===== src/rtl/mem_arbiter_pkg.sv =====
// Shared definitions for the unified-RAM arbiter: status/rw codes, FSM states, widths.
package mem_arbiter_pkg;

    localparam int AddrLen = 32;
    localparam int RegLen  = 32;

    typedef enum logic [1:0] {
        IDLE = 2'b00,
        BUSY = 2'b01,
        DONE = 2'b10
    } status_e;

    localparam logic [1:0] RW_NONE  = 2'b00;
    localparam logic [1:0] RW_READ  = 2'b01;
    localparam logic [1:0] RW_WRITE = 2'b10;

    typedef enum logic [1:0] {
        S_IDLE  = 2'b00,
        S_READ  = 2'b01,
        S_WRITE = 2'b10,
        S_DONE  = 2'b11
    } state_e;

    function automatic logic qtyValid(input logic [2:0] qty);
        return (qty >= 3'd1) && (qty <= 3'd4);
    endfunction

endpackage


===== src/rtl/mem_arbiter_beat_seq.sv =====
// Byte sequencer: beat counter, base+k address generation, little-endian byte shift in/out.
import mem_arbiter_pkg::*;

module mem_arbiter_beat_seq #(
    parameter int ADDR_W = AddrLen,
    parameter int DATA_W = RegLen
) (
    input  logic              clk,
    input  logic              rst_n,
    input  logic              i_start,
    input  logic              i_startRead,
    input  logic [ADDR_W-1:0] i_startAddr,
    input  logic [2:0]        i_startQty,
    input  logic [DATA_W-1:0] i_startWdata,
    input  logic              i_readBeat,
    input  logic              i_writeBeat,
    input  logic [7:0]        i_ramDin,
    output logic [2:0]        o_cnt,
    output logic [ADDR_W-1:0] o_addr,
    output logic [7:0]        o_wbyte,
    output logic [DATA_W-1:0] o_data,
    output logic              o_readLast,
    output logic              o_writeLast
);

    logic [2:0]        r_cnt;
    logic [2:0]        r_qty;
    logic [ADDR_W-1:0] r_base;
    logic [DATA_W-1:0] r_buf;
    logic [1:0]        w_capIdx;

    // A read beat at count k captures the byte addressed one cycle earlier (k-1).
    assign w_capIdx = 2'(r_cnt - 3'd1);

    always_ff @(posedge clk or negedge rst_n) begin
        if (!rst_n) begin
            r_cnt  <= '0;
            r_qty  <= '0;
            r_base <= '0;
            r_buf  <= '0;
        end else if (i_start) begin
            r_base <= i_startAddr;
            r_qty  <= i_startQty;
            r_cnt  <= i_startRead ? 3'd1 : 3'd0;
            r_buf  <= i_startRead ? '0 : i_startWdata;
        end else if (i_readBeat) begin
            r_buf[{w_capIdx, 3'b000} +: 8] <= i_ramDin;
            r_cnt <= r_cnt + 3'd1;
        end else if (i_writeBeat) begin
            r_buf <= {8'h00, r_buf[DATA_W-1:8]};
            r_cnt <= r_cnt + 3'd1;
        end
    end

    assign o_cnt       = r_cnt;
    assign o_addr      = r_base + ADDR_W'(r_cnt);
    assign o_wbyte     = r_buf[7:0];
    assign o_data      = r_buf;
    assign o_readLast  = (r_cnt == r_qty);
    assign o_writeLast = (r_cnt == r_qty - 3'd1);

endmodule


===== src/rtl/mem_arbiter.sv =====
// Grant/status FSM owning the byte-wide RAM port for IF fetches and MEM loads/stores.
// Define MEMARB_IF_PREEMPT_EN to let a MEM request abort an early-stage IF fetch.
import mem_arbiter_pkg::*;

module mem_arbiter #(
    parameter int ADDR_W = AddrLen,
    parameter int DATA_W = RegLen
) (
    input  logic              clk,
    input  logic              rst_n,
    input  logic              i_if_req,
    input  logic [ADDR_W-1:0] i_if_addr,
    output logic [DATA_W-1:0] o_if_rdata,
    output logic [1:0]        o_if_status,
    input  logic [2:0]        i_mem_rw,
    input  logic [ADDR_W-1:0] i_mem_addr,
    input  logic [DATA_W-1:0] i_mem_wdata,
    input  logic [3:0]        i_mem_quantity,
    output logic [DATA_W-1:0] o_mem_rdata,
    output logic [1:0]        o_mem_status,
    output logic [ADDR_W-1:0] o_ram_addr,
    output logic              o_ram_wr,
    output logic [7:0]        o_ram_dout,
    input  logic [7:0]        i_ram_din
);

    state_e            r_state;
    state_e            w_next;
    logic              r_ownerIf;
    logic              r_isRead;
    logic              w_memRead;
    logic              w_memWrite;
    logic              w_memValid;
    logic              w_idle;
    logic              w_grantMem;
    logic              w_grantIf;
    logic              w_start;
    logic              w_startRead;
    logic [ADDR_W-1:0] w_startAddr;
    logic [2:0]        w_startQty;
    logic              w_readBeat;
    logic              w_writeBeat;
    logic [2:0]        w_seqCnt;
    logic [ADDR_W-1:0] w_seqAddr;
    logic [7:0]        w_seqByte;
    logic [DATA_W-1:0] w_seqData;
    logic              w_readLast;
    logic              w_writeLast;
    logic              w_unusedQtyMsb;

    assign w_unusedQtyMsb = i_mem_quantity[3];

    assign w_memRead   = (i_mem_rw == {1'b0, RW_READ});
    assign w_memWrite  = (i_mem_rw == {1'b0, RW_WRITE});
    assign w_memValid  = (w_memRead || w_memWrite) && qtyValid(i_mem_quantity[2:0]);

    // Gating with rst_n keeps the combinational grant-cycle address at 0 during reset.
    assign w_idle      = (r_state == S_IDLE) && rst_n;
    assign w_grantMem  = w_idle && w_memValid;
    assign w_grantIf   = w_idle && !w_memValid && i_if_req;
    assign w_start     = w_grantMem || w_grantIf;
    assign w_startRead = w_grantIf || w_memRead;
    assign w_startAddr = w_grantMem ? i_mem_addr : i_if_addr;
    assign w_startQty  = w_grantMem ? i_mem_quantity[2:0] : 3'd4;
    assign w_readBeat  = (r_state == S_READ);
    assign w_writeBeat = (r_state == S_WRITE);

    mem_arbiter_beat_seq #(
        .ADDR_W (ADDR_W),
        .DATA_W (DATA_W)
    ) u_beat_seq (
        .clk          (clk),
        .rst_n        (rst_n),
        .i_start      (w_start),
        .i_startRead  (w_startRead),
        .i_startAddr  (w_startAddr),
        .i_startQty   (w_startQty),
        .i_startWdata (i_mem_wdata),
        .i_readBeat   (w_readBeat),
        .i_writeBeat  (w_writeBeat),
        .i_ramDin     (i_ram_din),
        .o_cnt        (w_seqCnt),
        .o_addr       (w_seqAddr),
        .o_wbyte      (w_seqByte),
        .o_data       (w_seqData),
        .o_readLast   (w_readLast),
        .o_writeLast  (w_writeLast)
    );

    always_ff @(posedge clk or negedge rst_n) begin
        if (!rst_n) begin
            r_state   <= S_IDLE;
            r_ownerIf <= 1'b0;
            r_isRead  <= 1'b0;
        end else begin
            r_state <= w_next;
            if (w_start) begin
                r_ownerIf <= w_grantIf;
                r_isRead  <= w_startRead;
            end
        end
    end

    always_comb begin
        w_next = r_state;
        case (r_state)
            S_IDLE: begin
                if (w_grantMem) begin
                    w_next = w_memRead ? S_READ : S_WRITE;
                end else if (w_grantIf) begin
                    w_next = S_READ;
                end
            end
            S_READ: begin
                if (r_ownerIf && !i_if_req) begin
                    w_next = S_IDLE;
`ifdef MEMARB_IF_PREEMPT_EN
                end else if (r_ownerIf && w_memValid && (w_seqCnt < 3'd3)) begin
                    w_next = S_IDLE;
`endif
                end else if (w_readLast) begin
                    w_next = S_DONE;
                end
            end
            S_WRITE: begin
                if (w_writeLast) begin
                    w_next = S_DONE;
                end
            end
            S_DONE: begin
                w_next = S_IDLE;
            end
            default: begin
                w_next = S_IDLE;
            end
        endcase
    end

    always_comb begin
        o_ram_addr   = '0;
        o_ram_wr     = 1'b0;
        o_ram_dout   = '0;
        o_if_status  = IDLE;
        o_mem_status = IDLE;
        o_if_rdata   = '0;
        o_mem_rdata  = '0;
        case (r_state)
            S_IDLE: begin
                if (w_start && w_startRead) begin
                    o_ram_addr = w_startAddr;
                end
            end
            S_READ: begin
                if (!w_readLast) begin
                    o_ram_addr = w_seqAddr;
                end
                if (r_ownerIf) begin
                    o_if_status = BUSY;
                end else begin
                    o_mem_status = BUSY;
                end
            end
            S_WRITE: begin
                o_ram_addr   = w_seqAddr;
                o_ram_wr     = 1'b1;
                o_ram_dout   = w_seqByte;
                o_mem_status = BUSY;
            end
            S_DONE: begin
                if (r_ownerIf) begin
                    o_if_status = DONE;
                    o_if_rdata  = w_seqData;
                end else begin
                    o_mem_status = DONE;
                    o_mem_rdata  = r_isRead ? w_seqData : '0;
                end
            end
            default: begin
                o_ram_addr = '0;
            end
        endcase
    end

endmodule

===== config.mk =====
export PLATFORM = sky130hd
export DESIGN_NAME = mem_arbiter
export DESIGN_NICKNAME = d
export VERILOG_FILES = /design/src/rtl/mem_arbiter_pkg.sv /design/src/rtl/mem_arbiter_beat_seq.sv /design/src/rtl/mem_arbiter.sv
export SDC_FILE = /design/constraint.sdc
export NUM_CORES = 1
export LEC_CHECK = 0
export BUFFER_PORTS_ARGS = -buffer_cell sky130_fd_sc_hd__buf_2
export CORE_ASPECT_RATIO = 0.7
export CORE_MARGIN = 4
export CORE_UTILIZATION = 50
export DETAILED_ROUTE_END_ITERATION = 12
export PLACE_DENSITY = 0.81
export SLEW_MARGIN = 20
export SYNTH_ARGS = -nofsm -noshare
export SYNTH_HDL_FRONTEND = slang
export SYNTH_HIERARCHICAL = 1
export SYNTH_SLANG_ARGS = --single-unit

===== constraint.sdc =====
create_clock -name clk -period 3.1 [get_ports clk]
set_clock_uncertainty 0.05 [all_clocks]
set_input_delay 0.62 -clock clk [delete_from_list [all_inputs] [get_ports clk]]
set_output_delay 0.62 -clock clk [all_outputs]
set_load 0.01 [all_outputs]

==> flow_summary.toml <==
[run_status]
status = "complete, but fails checks"
violations = "setup timing"

[clocking]
cts_tree = "built"
cts_inserted_buffers = 9
clockBufferDepth = 2
clk_pin_slew_worst_paths_ps = 60
postCtsHoldBufs = 0
clock_sinks = 74
clk-insertion-delay-late_ps = 330
htreeDepth = 3
root_buffer = "clkbuf_16"

[yosys]
synth_ff_type = "dfrtp_1"
synth_edf_count = 0
yosysWarnings = 6
synth_seq_cells = 74
syn_inst = 603
netlist_area_mm2 = 0.00584
synth_nets = 727
syn-mean-instance-area_um2 = 9.68
synth.distinct_cells = 50
ys_seq_area_frac = 0.317
async_reset_ff_frac = 1.00

[final_layout]
layout_common_cells = "buf_2, and2_1, dfrtp_1, mux2_2, and3_1"
layout_commonest_cell = "buf_2"
drive_gt1_frac = 0.482
fin_cells = 974
syn2layout_area_growth_pct = 30.7
final_nets = 937

[routing]
wl_per_cell_um = 19.0
drc_errors = 0
via_per_inst = 5.90
wirelength_mm = 18.6
drt_pass1_iterations = 6
num_vias = 5750
antenna_left = 0
drt_first_iter_violations = 667

[placement]
dpl.cell_count = 945
dp_hpwl_mm = 13.4
port_buffers = 221
globalplace.congestion = 0.935

[critical_path]
cp_slowest_cell = "dfrtp_1"
reg2reg_depth = 6
max_stage_delay_ps = 390
cp_top_family = "adder cells"
cp_max_fo = 2
crit_chain = "ha_2, fa_2, a21oi_2, buf_4, and4bb_2, xor2_1, and2_1, a221o_2, buf_6"
cp.required_ps = 2430
startpoint_type = "flip-flop"
arrival_ps = 2540
cp_num_buf_inv = 2
crit_path_end_kind = "primary output"
cp.depth = 9
worstSetupPathType = "flip-flop to primary output"

[pwr]
power.total_uw = 7160
powerDensity_mw_per_mm2 = 939
p_leak_uw = 0.00377
vdd_drop_max_mv = 0.480

[global_route]
grt_pass1_vias = 5646
grt_max_degree = 75
grt-ovfl-total = 0
grt_pass1_wl_mm = 28.6
grt_usage = 0.261
antenna_found_initial = 4

[sta]
finalCritPeriodShare = 1.04
tightest_slew_ps = 952
period_needed_ps = 3210
max_freq_mhz = 312
rsz0062_at_grt = "yes"
finalSetupViolCount = 18
setup_slack_ps = -110
relSlewSlack = 0.365
hold_viol_final = 0
slew_violations = 0

[floorplanning]
die_h_um = 98.4
start_util = 0.521
core_mm2 = 0.0112
rows = 32
die_area_mm2 = 0.0135
dieWidth_um = 137
io_pins = 223

[flow_run]
drv_cap = 0

[worst_hold_path]
whs_path_depth = 1
hp-class = "flip-flop to flip-flop"
-- metrics by stage --
stage | area (um^2) | worst slack [ps] | hold slack (ps) | TNS, ps | util
after detailed placement | 6990 | 24.0 | 464 | 0 | 0.624
after CTS | 7420 | -102 | 467 | -621 | 0.662
after global placement | 6990 | 46.9 | 444 | 0 | 0.624
final | 7630 | -110 | 475 | -630 | 0.681
after floorplan | 5840 | 166 | 274 | 0 | -
after global routing | 7630 | -177 | 467 | -3130 | 0.681
-- cell usage after synthesis (11+ instances only) --
cell type	n	area, um^2
a222oi_1	24	240
dfrtp_1	74	1850
and2_1	73	457
inv_1	18	67.6
nand2_1	16	60.1
a221o_2	23	259
nand3_1	11	55.1
a221o_1	17	170
xnor2_1	29	254
a21oi_1	22	110
and3_1	40	250
nor2_1	31	116
clkbuf_1	24	90.1
mux2_2	62	698
buf_4	11	82.6
nand4_1	16	100
-- flip-flops by register name, indices dropped and copies added (netlist names) --
register           flops
u_beat_seq/r_qty       3
u_beat_seq/r_base     32
r_isRead               1
u_beat_seq/o_cnt       3
r_ownerIf              1
u_beat_seq/o_data     32
r_state                2
-- layout make-up --
cell class | count | area [um^2]
inverters | 19 | 71.3
well taps | 153 | 191
diodes | 3 | 7.51
repair buffers | 249 | 1470
flip-flops and latches | 74 | 1850
clock inverters | 6 | 66.3
multi-input cells | 460 | 3740
clock buffers | 10 | 229
fillers | 892 | 3580
-- cells by family after synthesis --
logic type	share of synthesized area
adder cells (fa/ha/maj)	0.0227
XOR/XNOR	0.0555
AO/OA/AOI/OAI	0.160
buffers and inverters	0.0690
AND/OR/NAND/NOR	0.239
flip-flops	0.317
multiplexers	0.137
-- final timing paths --
kind	startpoint	endpoint	slack, ps
max in group asynchronous	rst_n	u_beat_seq/r_base[5]	1800
worst max-delay path	u_beat_seq/o_cnt[0]	o_ram_addr[10]	-110
worst min register to register	u_beat_seq/r_base[0]	u_beat_seq/r_base[0]	470
worst min-delay path	u_beat_seq/r_base[0]	u_beat_seq/r_base[0]	470
worst max register to register	r_state[1]	u_beat_seq/o_data[8]	690
min in group asynchronous	rst_n	u_beat_seq/o_cnt[1]	550
-- where the power goes --
group          switching (uW)  leakage [uW]  internal, uW
Sequential                650      0.000889          1450
Combinational            1970       0.00274          2060
Clock                     408      0.000135           625
Total                    3030       0.00377          4140
-- repair_timing --
| action | 4_1_cts | 5_1_grt |
|---|---|---|
| gates cloned | 1 | 1 |
| pin swaps | 13 | 13 |
| resized for setup | 21 | 28 |
| buffers inserted | 2 | 6 |
| setup endpoints to repair | 32 | 27 |
-- layer usage --
metal	wire, um	up-vias	GRT usage
met5	12	-	0
met4	338	2	0.0675
met3	1460	36	0.0639
met2	8910	254	0.417
met1	7830	2804	0.355
li1	-	2654	-
No activity file was read; power rests on OpenSTA's default activity.
